### config.mk
export PLATFORM = sky130hd
export DESIGN_NAME = cep_decoder
export DESIGN_NICKNAME = d
export VERILOG_FILES = /design/src/rtl/cep_decoder_pkg.sv /design/src/rtl/cep_decoder.sv
export SDC_FILE = /design/constraint.sdc
export NUM_CORES = 1
export LEC_CHECK = 0
export CORE_MARGIN = 10
export CORE_UTILIZATION = 49
export DETAILED_ROUTE_END_ITERATION = 16
export GPL_TIMING_DRIVEN = 0
export PLACE_DENSITY = 0.8
export REMOVE_ABC_BUFFERS = 1
export SLEW_MARGIN = 20
export SYNTH_ARGS = -nofsm -noshare
export SYNTH_HDL_FRONTEND = slang
export SYNTH_SLANG_ARGS = --single-unit
### constraint.sdc
create_clock -name clk -period 3.2 [get_ports clk]
set_clock_uncertainty 0.15 [all_clocks]
set_input_delay 0.32 -clock clk [delete_from_list [all_inputs] [get_ports clk]]
set_output_delay 0.32 -clock clk [all_outputs]
set_load 0.05 [all_outputs]
### src/rtl/cep_decoder_pkg.sv
// CEP decoder shared definitions: CEP package field ranges,
// NoC flit layouts and the length-correction helpers.
package cep_decoder_pkg;

  localparam int CEP_WORD_WIDTH = 64;
  localparam int CEP_WORDS      = 8;
  localparam int CEP_DATA_WIDTH = CEP_WORD_WIDTH * CEP_WORDS;
  localparam int CEP_MAX_LEN    = 7;
  localparam int CEP_MIN_REQ_LEN = 2;
  localparam int CEP_LEN_W      = 4;

  // word 0 of the CEP package
  localparam int CEP_ISREQ      = 63;
  localparam int CEP_LEN_HI     = 62;
  localparam int CEP_LEN_LO     = 59;
  localparam int CEP_TYPE_HI    = 58;
  localparam int CEP_TYPE_LO    = 51;
  localparam int CEP_MSHR_HI    = 50;
  localparam int CEP_MSHR_LO    = 43;
  localparam int CEP_MESI_HI    = 42;
  localparam int CEP_MESI_LO    = 41;
  localparam int CEP_LASTSL     = 40;
  localparam int CEP_SLID_HI    = 39;
  localparam int CEP_SLID_LO    = 38;
  localparam int CEP_CTYPE      = 37;
  localparam int CEP_SLVEC_HI   = 36;
  localparam int CEP_SLVEC_LO   = 33;
  localparam int CEP_DSIZE_HI   = 32;
  localparam int CEP_DSIZE_LO   = 30;
  localparam int CEP_SRC_HI     = 29;
  localparam int CEP_SRC_LO     = 16;
  // word 1 of a request
  localparam int CEP_ADDR_HI    = 39;
  localparam int CEP_ADDR_LO    = 0;

  localparam int NOC_FLIT_W     = 64;
  localparam int NOC_CHIPID_W   = 14;
  localparam int NOC_XY_W       = 8;
  localparam int NOC_FBITS_W    = 4;

  typedef enum logic {
    ST_IDLE = 1'b0,
    ST_SEND = 1'b1
  } state_e;

  typedef struct packed {
    logic [NOC_CHIPID_W-1:0] dst_chipid;
    logic [NOC_XY_W-1:0]     dst_x;
    logic [NOC_XY_W-1:0]     dst_y;
    logic [NOC_FBITS_W-1:0]  dst_fbits;
    logic [7:0]              len;
    logic [7:0]              typ;
    logic [7:0]              mshrid;
    logic [1:0]              mesi;
    logic                    last_sl;
    logic [1:0]              sl_id;
    logic                    rsvd;
  } noc_hdr_t;

  typedef struct packed {
    logic [47:0] addr;
    logic [3:0]  sl_vec;
    logic        ctype;
    logic [7:0]  rsvd;
    logic [2:0]  dsize;
  } noc_req1_t;

  typedef struct packed {
    logic [NOC_CHIPID_W-1:0] src_chipid;
    logic [NOC_XY_W-1:0]     src_x;
    logic [NOC_XY_W-1:0]     src_y;
    logic [NOC_FBITS_W-1:0]  src_fbits;
    logic [29:0]             rsvd;
  } noc_req2_t;

  function automatic logic cep_len_bad(
    input logic                 is_req,
    input logic [CEP_LEN_W-1:0] len
  );
    return (len > CEP_LEN_W'(CEP_MAX_LEN)) ||
           (is_req && len < CEP_LEN_W'(CEP_MIN_REQ_LEN));
  endfunction

  function automatic logic [2:0] cep_eff_len(
    input logic                 is_req,
    input logic [CEP_LEN_W-1:0] len
  );
    if (len > CEP_LEN_W'(CEP_MAX_LEN))
      return 3'(CEP_MAX_LEN);
    if (is_req && len < CEP_LEN_W'(CEP_MIN_REQ_LEN))
      return 3'(CEP_MIN_REQ_LEN);
    return len[2:0];
  endfunction

endpackage

### src/rtl/cep_decoder.sv
// CEP package to NoC flit serializer: holds one package and
// streams header, request flits and data words downstream.
module cep_decoder
  import cep_decoder_pkg::*;
(
  input  logic                      clk,
  input  logic                      rst_n,
  input  logic                      cep_pkg_val,
  input  logic [CEP_DATA_WIDTH-1:0] cep_pkg,
  output logic                      cep_pkg_rdy,
  input  logic [NOC_CHIPID_W-1:0]   dst_chipid,
  input  logic [NOC_XY_W-1:0]       dst_x,
  input  logic [NOC_XY_W-1:0]       dst_y,
  input  logic [NOC_FBITS_W-1:0]    dst_fbits,
  output logic                      noc_val,
  output logic [NOC_FLIT_W-1:0]     noc_data,
  input  logic                      noc_rdy,
  output logic                      len_err
);

  state_e r_state;
  state_e w_state_nxt;

  logic [CEP_WORDS-1:0][CEP_WORD_WIDTH-1:0] r_pkg;
  logic [2:0]              r_idx;
  logic [2:0]              r_len;
  logic                    r_len_err;
  logic [NOC_CHIPID_W-1:0] r_dst_chipid;
  logic [NOC_XY_W-1:0]     r_dst_x;
  logic [NOC_XY_W-1:0]     r_dst_y;
  logic [NOC_FBITS_W-1:0]  r_dst_fbits;

  logic      w_accept;
  logic      w_hs;
  logic      w_last;
  logic      w_is_req;
  logic      w_in_req;
  logic [CEP_LEN_W-1:0] w_in_len;
  noc_hdr_t  w_flit0;
  noc_req1_t w_flit1;
  noc_req2_t w_flit2;

  assign w_in_req = cep_pkg[CEP_ISREQ];
  assign w_in_len = cep_pkg[CEP_LEN_HI:CEP_LEN_LO];
  assign w_accept = cep_pkg_val && cep_pkg_rdy;
  assign w_hs     = noc_val && noc_rdy;
  assign w_last   = (r_idx == r_len);
  assign w_is_req = r_pkg[0][CEP_ISREQ];
  assign len_err  = r_len_err;

  always_ff @(posedge clk) begin
    if (!rst_n) r_state <= ST_IDLE;
    else        r_state <= w_state_nxt;
  end

  always_comb begin
    w_state_nxt = r_state;
    unique case (r_state)
      ST_IDLE: if (w_accept) w_state_nxt = ST_SEND;
      ST_SEND: if (w_hs && w_last) w_state_nxt = ST_IDLE;
      default: w_state_nxt = ST_IDLE;
    endcase
  end

  always_comb begin
    cep_pkg_rdy = 1'b0;
    noc_val     = 1'b0;
    unique case (r_state)
      ST_IDLE: cep_pkg_rdy = rst_n;
      ST_SEND: noc_val     = 1'b1;
      default: ;
    endcase
  end

  always_ff @(posedge clk) begin
    if (!rst_n) begin
      r_pkg        <= '0;
      r_idx        <= '0;
      r_len        <= '0;
      r_len_err    <= 1'b0;
      r_dst_chipid <= '0;
      r_dst_x      <= '0;
      r_dst_y      <= '0;
      r_dst_fbits  <= '0;
    end else begin
      r_len_err <= 1'b0;
      if (w_accept) begin
        r_pkg        <= cep_pkg;
        r_idx        <= '0;
        r_len        <= cep_eff_len(w_in_req, w_in_len);
        r_len_err    <= cep_len_bad(w_in_req, w_in_len);
        r_dst_chipid <= dst_chipid;
        r_dst_x      <= dst_x;
        r_dst_y      <= dst_y;
        r_dst_fbits  <= dst_fbits;
      end else if (w_hs) begin
        r_idx <= r_idx + 3'd1;
      end
    end
  end

  always_comb begin
    w_flit0            = '0;
    w_flit0.dst_chipid = r_dst_chipid;
    w_flit0.dst_x      = r_dst_x;
    w_flit0.dst_y      = r_dst_y;
    w_flit0.dst_fbits  = r_dst_fbits;
    w_flit0.len        = 8'(r_len);
    w_flit0.typ        = r_pkg[0][CEP_TYPE_HI:CEP_TYPE_LO];
    w_flit0.mshrid     = r_pkg[0][CEP_MSHR_HI:CEP_MSHR_LO];
    w_flit0.mesi       = r_pkg[0][CEP_MESI_HI:CEP_MESI_LO];
    w_flit0.last_sl    = r_pkg[0][CEP_LASTSL];
    w_flit0.sl_id      = r_pkg[0][CEP_SLID_HI:CEP_SLID_LO];

    w_flit1        = '0;
    w_flit1.addr   = 48'(r_pkg[1][CEP_ADDR_HI:CEP_ADDR_LO]);
    w_flit1.sl_vec = r_pkg[0][CEP_SLVEC_HI:CEP_SLVEC_LO];
    w_flit1.ctype  = r_pkg[0][CEP_CTYPE];
    w_flit1.dsize  = r_pkg[0][CEP_DSIZE_HI:CEP_DSIZE_LO];

    w_flit2            = '0;
    w_flit2.src_chipid = r_pkg[0][CEP_SRC_HI:CEP_SRC_LO];
  end

  // words 1 and 2 of a request carry fields, not payload
  always_comb begin
    noc_data = r_pkg[r_idx];
    unique case (1'b1)
      (r_idx == 3'd0):             noc_data = w_flit0;
      (w_is_req && r_idx == 3'd1): noc_data = w_flit1;
      (w_is_req && r_idx == 3'd2): noc_data = w_flit2;
      default: ;
    endcase
  end

endmodule
Word-level counts from Yosys, hierarchy flattened
Index checks and enable logic that the tools add are counted.
W data, S select, Z words.
{"block": "totals", "regBits": 554, "latch_bits": 0, "ramBits": 0, "mem_bits_ro": 0, "in_bits": 550, "output_inout_bits": 67, "memories": 0}
{"block": "op_classes", "add_sub_neg": 1, "mul": 0, "div_mod_pow": 0, "n_lt_le_gt_ge": 3, "n_eq_ne": 3, "n_shift": 0, "muxes": 19, "bitwise_logic": 2, "reduce_logical": 10}
{"operator": "$bmux W64 S3", "n": 1}
{"operator": "$pmux W64 S3", "n": 1}
{"operator": "$mux W64", "n": 1}
{"operator": "$mux W3", "n": 4}
{"operator": "$mux W1", "n": 11}
{"operator": "$logic_and A1 B1 Y1", "n": 6}
{"operator": "$gt A4 B3 Y1 const B", "n": 1}
{"operator": "$lt A3 B4 Y1 const B", "n": 1}
{"operator": "$lt A4 B2 Y1 const B", "n": 1}
{"operator": "$add A3 B1 Y3 const B", "n": 1}
{"operator": "$eq A3 B1 Y1 const B", "n": 1}
{"operator": "$eq A3 B2 Y1 const B", "n": 1}
{"operator": "$eq A3 B3 Y1", "n": 1}
{"operator": "$logic_not A3 Y1", "n": 1}
{"operator": "$not A1 Y1", "n": 2}
{"operator": "$pmux W1 S2", "n": 1}
{"operator": "$reduce_and A2 Y1", "n": 1}
{"operator": "$reduce_or A2 Y1", "n": 1}
{"operator": "$logic_or A1 B1 Y1", "n": 1}

Depth between registers and ports, before layout
{"block": "depth", "ltp_word": 9, "depth_mapped": 12, "mapped_depth_nobuf": 6}

Worst setup path after synthesis
Ideal clock, no wire load.
{"block": "synth_timing", "path_type": "register to output", "from": "reg r_idx[1]", "to": "out noc_data[34]", "arrival_time_ns": 3.000, "t_required_ns": 2.730, "slack_ns": -0.270, "path_stages_with_launch": 12, "path_cell_list": "dfxtp_1 > buf_6 > buf_6 > buf_4 > buf_4 > inv_1 > ha_1 > clkbuf_1 > buf_2 > clkbuf_1 > a22oi_1 > o21ai_0"}
{"block": "synth_via", "elab_chain_len": 3}
{"item": "from (decl)", "line_no": "cep_decoder.sv:25", "rtl": "logic [2:0] r_idx;"}
{"item": "from (signal assigned)", "line_no": "cep_decoder.sv:97", "rtl": "r_idx <= r_idx + 3'd1;"}
{"item": "$bmux W64 S3 (tied with other cells)", "line_no": "cep_decoder.sv:127", "rtl": "noc_data = r_pkg[r_idx];"}
{"item": "$mux W64 (implied by the code) (tied with other cells)", "line_no": "cep_decoder.sv:127"}
{"item": "$pmux W64 S3 (*)", "line_no": "cep_decoder.sv:128", "rtl": "unique case (1'b1)"}
{"item": "to (decl)", "line_no": "cep_decoder.sv:16", "rtl": "output logic [NOC_FLIT_W-1:0] noc_data,"}
Every way passes the cells marked *; elsewhere a longest branch is shown, timed or not. The select of a mux whose other input is x is not followed.

Final worst setup path
{"block": "layout_timing", "from": "reg r_idx[0]", "to": "out noc_data[54]"}
Same word-level chain as after synthesis.

==> run metrics <==
status complete, no violations; CP Capture Type output pin; Mean Syn Cell Area 8.435 sq um; reg2reg setup slack 0.28 ns; later-pin clock latency in the skew report 0.61 ns; DP Cell Count 3833; Area Overhead vs Synth 40.13%; gr ovfl total 0; # rows 80; first-pass GRT wire length 131.5 mm; Util after Layout 69.50%; I/O pins 617; multi-input logic area 11380 sq um; HP Class in -> reg; Core ar. 47850 sq um; Hold Path Origin rst_n; required time worst endpoint 2.73 ns; Critical Path Start Type register; Critical Path Most Common Cell buf_8; Worst-path clk slew 0.06 ns; worst-case clock buffer depth 3; RSZ-0062 raised after global routing yes; CP Cell Sequence inv_2, ha_4, buf_16, nor3_4, buf_6, buf_8, buf_8, buf_12, a221o_1, buf_4; die area 57630 sq um; CP arrival 2.67 ns; Mapped Area 23730 sq um; r2r worst-path depth 8; DR vias/cell 5.694; TritonCTS Buffers 57; Tmin final 3.144 ns; crit path max-delay cell type dfxtp_4; commonest non-fill, non-tap cells in the layout 1110 x nand2_1, 555 x o21ai_0, 551 x clkdlybuf4s50_1, 551 x dfxtp_1, 128 x mux4_2; commonest non-fill, non-tap cell in the layout nand2_1; final worst slack 0.05587 ns; Synth area leader dfxtp_1; share of cells above drive strength 1 12.13%; clk sinks 554; RR Startpoint r_state$_SDFF_PN0_; relative slew slack 58.70%; FMAX 0.3181 GHz; Routed WL 88.46 mm; die span in y 240.1 microns; slowest stage delay, CP 0.38 ns; vias 22959; Power Density 550.5 nW/um^2; Post-Syn Instances 2813; worst slew pin tran 0.6175 ns; final cell count without fillers 4032; Seq cells post-synth 554; dpl cell area 30180 sq um; drt wl/cell 21.94 microns; Total Nets Final 3888; Leak 11.99 nW; antenna violations before repair 40; H-tree Lvls 2; period utilisation layout 98.25%; hold path depth 4; GRT Total Usage 29.29%; antenna violation net count after detailed routing 0; Cell variety after synth 31; vias in the first global route 22942; Hold Path End r_pkg[65]$_SDFFE_PN0P_; TritonCTS clock tree yes; top post-synthesis cells by area dfxtp_1 47%, nand2_1 18%, mux4_2 12%; DP HPWL 59.26 mm; crit path launch r_idx[0]$_SDFFE_PP0N_; pre-CTS WS -1.041 ns; Post-Layout Inst Area 33250 sq um; Max FO, Critical Path 17; Ys Warns 0; Final Max Slew Viols 0; Max-Cap Viols 0; Register Area 11100 sq um; drt pass-1 iters 5; post-synthesis sequential area ratio 46.74%; Routability Congestion 0.9132; Yosys top cell area share 46.74%; setup TNS 0 ns; largest net degree at the start of global routing 138; root buf cell clkbuf_16; R2R Path End r_pkg[210]$_SDFFE_PN0P_; Die Wd 240.1 microns; starting density of the core 49.59%; Port-buffer cells 616; WS Path Type reg -> out; fillers 3593; Finish-stage setup viols 0; DRC violations left 0; DR iter-0 viols 2264; Final Hold Viols 0; maximum vdd drop 0.0004351 V
## metal layers
metal	part of all wire (%)	GRT usage (%)	wire, microns	vias to the layer above
li1	-	-	-	10645
met1	38	34.16	33230	10957
met2	48	48.07	42720	1116
met5	0.087	0	77	-
met4	4.6	16.12	4079	14
met3	9.4	8.175	8358	227
## final cells by class
| class | instances | share of cell area (%) |
|---|---|---|
| Clock buffer | 74 | 4.850 |
| Tap cell | 615 | 2.314 |
| Clock inverter | 32 | 1.637 |
| Inverter | 10 | 0.1204 |
| Multi-Input combinational cell | 2001 | 34.22 |
| Antenna cell | 36 | 0.2709 |
| Timing Repair Buffer | 710 | 23.19 |
| Sequential cell | 554 | 33.39 |
## synthesized netlist by cell type
cell type	n
a32oi_1	1
o21a_1	1
xnor2_1	3
nor4b_1	1
nor2_1	4
nor3b_1	1
clkbuf_1	138
mux4_2	128
nand4_1	1
nand3_1	2
buf_2	29
nor2b_4	1
and2_1	3
a221o_1	6
a22oi_1	100
a31oi_1	1
buf_4	63
a221oi_1	8
dfxtp_1	554
ha_1	4
o21ai_1	51
nand2_1	1110
mux2i_1	1
a21oi_1	11
o21ai_0	555
nor2b_1	3
and2_0	1
o21bai_1	1
buf_6	19
inv_1	10
nor3_1	2
## logic make-up after synthesis
kind of cell    after synthesis  share of synthesized area (%)
compound gates              735                          16.85
xor+xnor                      3                         0.1108
fa+ha+maj                     4                         0.2109
buf+inv                     259                          5.848
flops                       554                          46.74
mux                         129                          12.19
simple gates               1129                          18.04
## critical path: cells and delay by family, from the launching register on
kind,cells,cell delay (ns)
AO/OA/AOI/OAI,1,0.34
adder cells (fa/ha/maj),1,0.18
buffers and inverters,7,1.06
flip-flops,1,0.38
AND/OR/NAND/NOR,1,0.07
## what timing repair did
action | CTS | global route
endpoints found under the setup margin | 172 | 51
pin swaps | 4 | 6
setup buffers | 30 | 15
gates resized for setup | 345 | 33
hold buffers | 2 | 0
cloned | 11 | 0
endpoints found under the hold margin | 72 | 0
## metrics by stage
stage | power, mW | hold slack (ns)
finish | 18.31 | 0.09589
global route | 18.88 | 0.1046
CTS | 18.28 | 0.07084
detailed placement | 10.64 | 0.2974
global placement | 11.17 | 0.2845
floorplan | 9.598 | 0.2755
## registers in the layout (all words and copies together) (netlist names)
name and count:
r_dst_chipid 14, r_dst_x 8, r_state 1, len_err 1, r_dst_fbits 4, r_len 3
r_idx 3, r_dst_y 8, r_pkg 512
## report_power, final
part           switching (mW)  internal (mW)
Combinational            1.43           1.43
Sequential              0.354           7.48
Clock                    2.86           4.75
## how the worst max path moves through the flow
stage,endpoint
floorplan,r_dst_chipid[0]$_SDFFE_PN0P_
finish,noc_data[54]
CTS,noc_data[14]
detailed placement,r_pkg[210]$_SDFFE_PN0P_
global placement,r_pkg[133]$_SDFFE_PN0P_
global route,noc_data[38]
No activity file was read; power rests on OpenSTA's default activity.
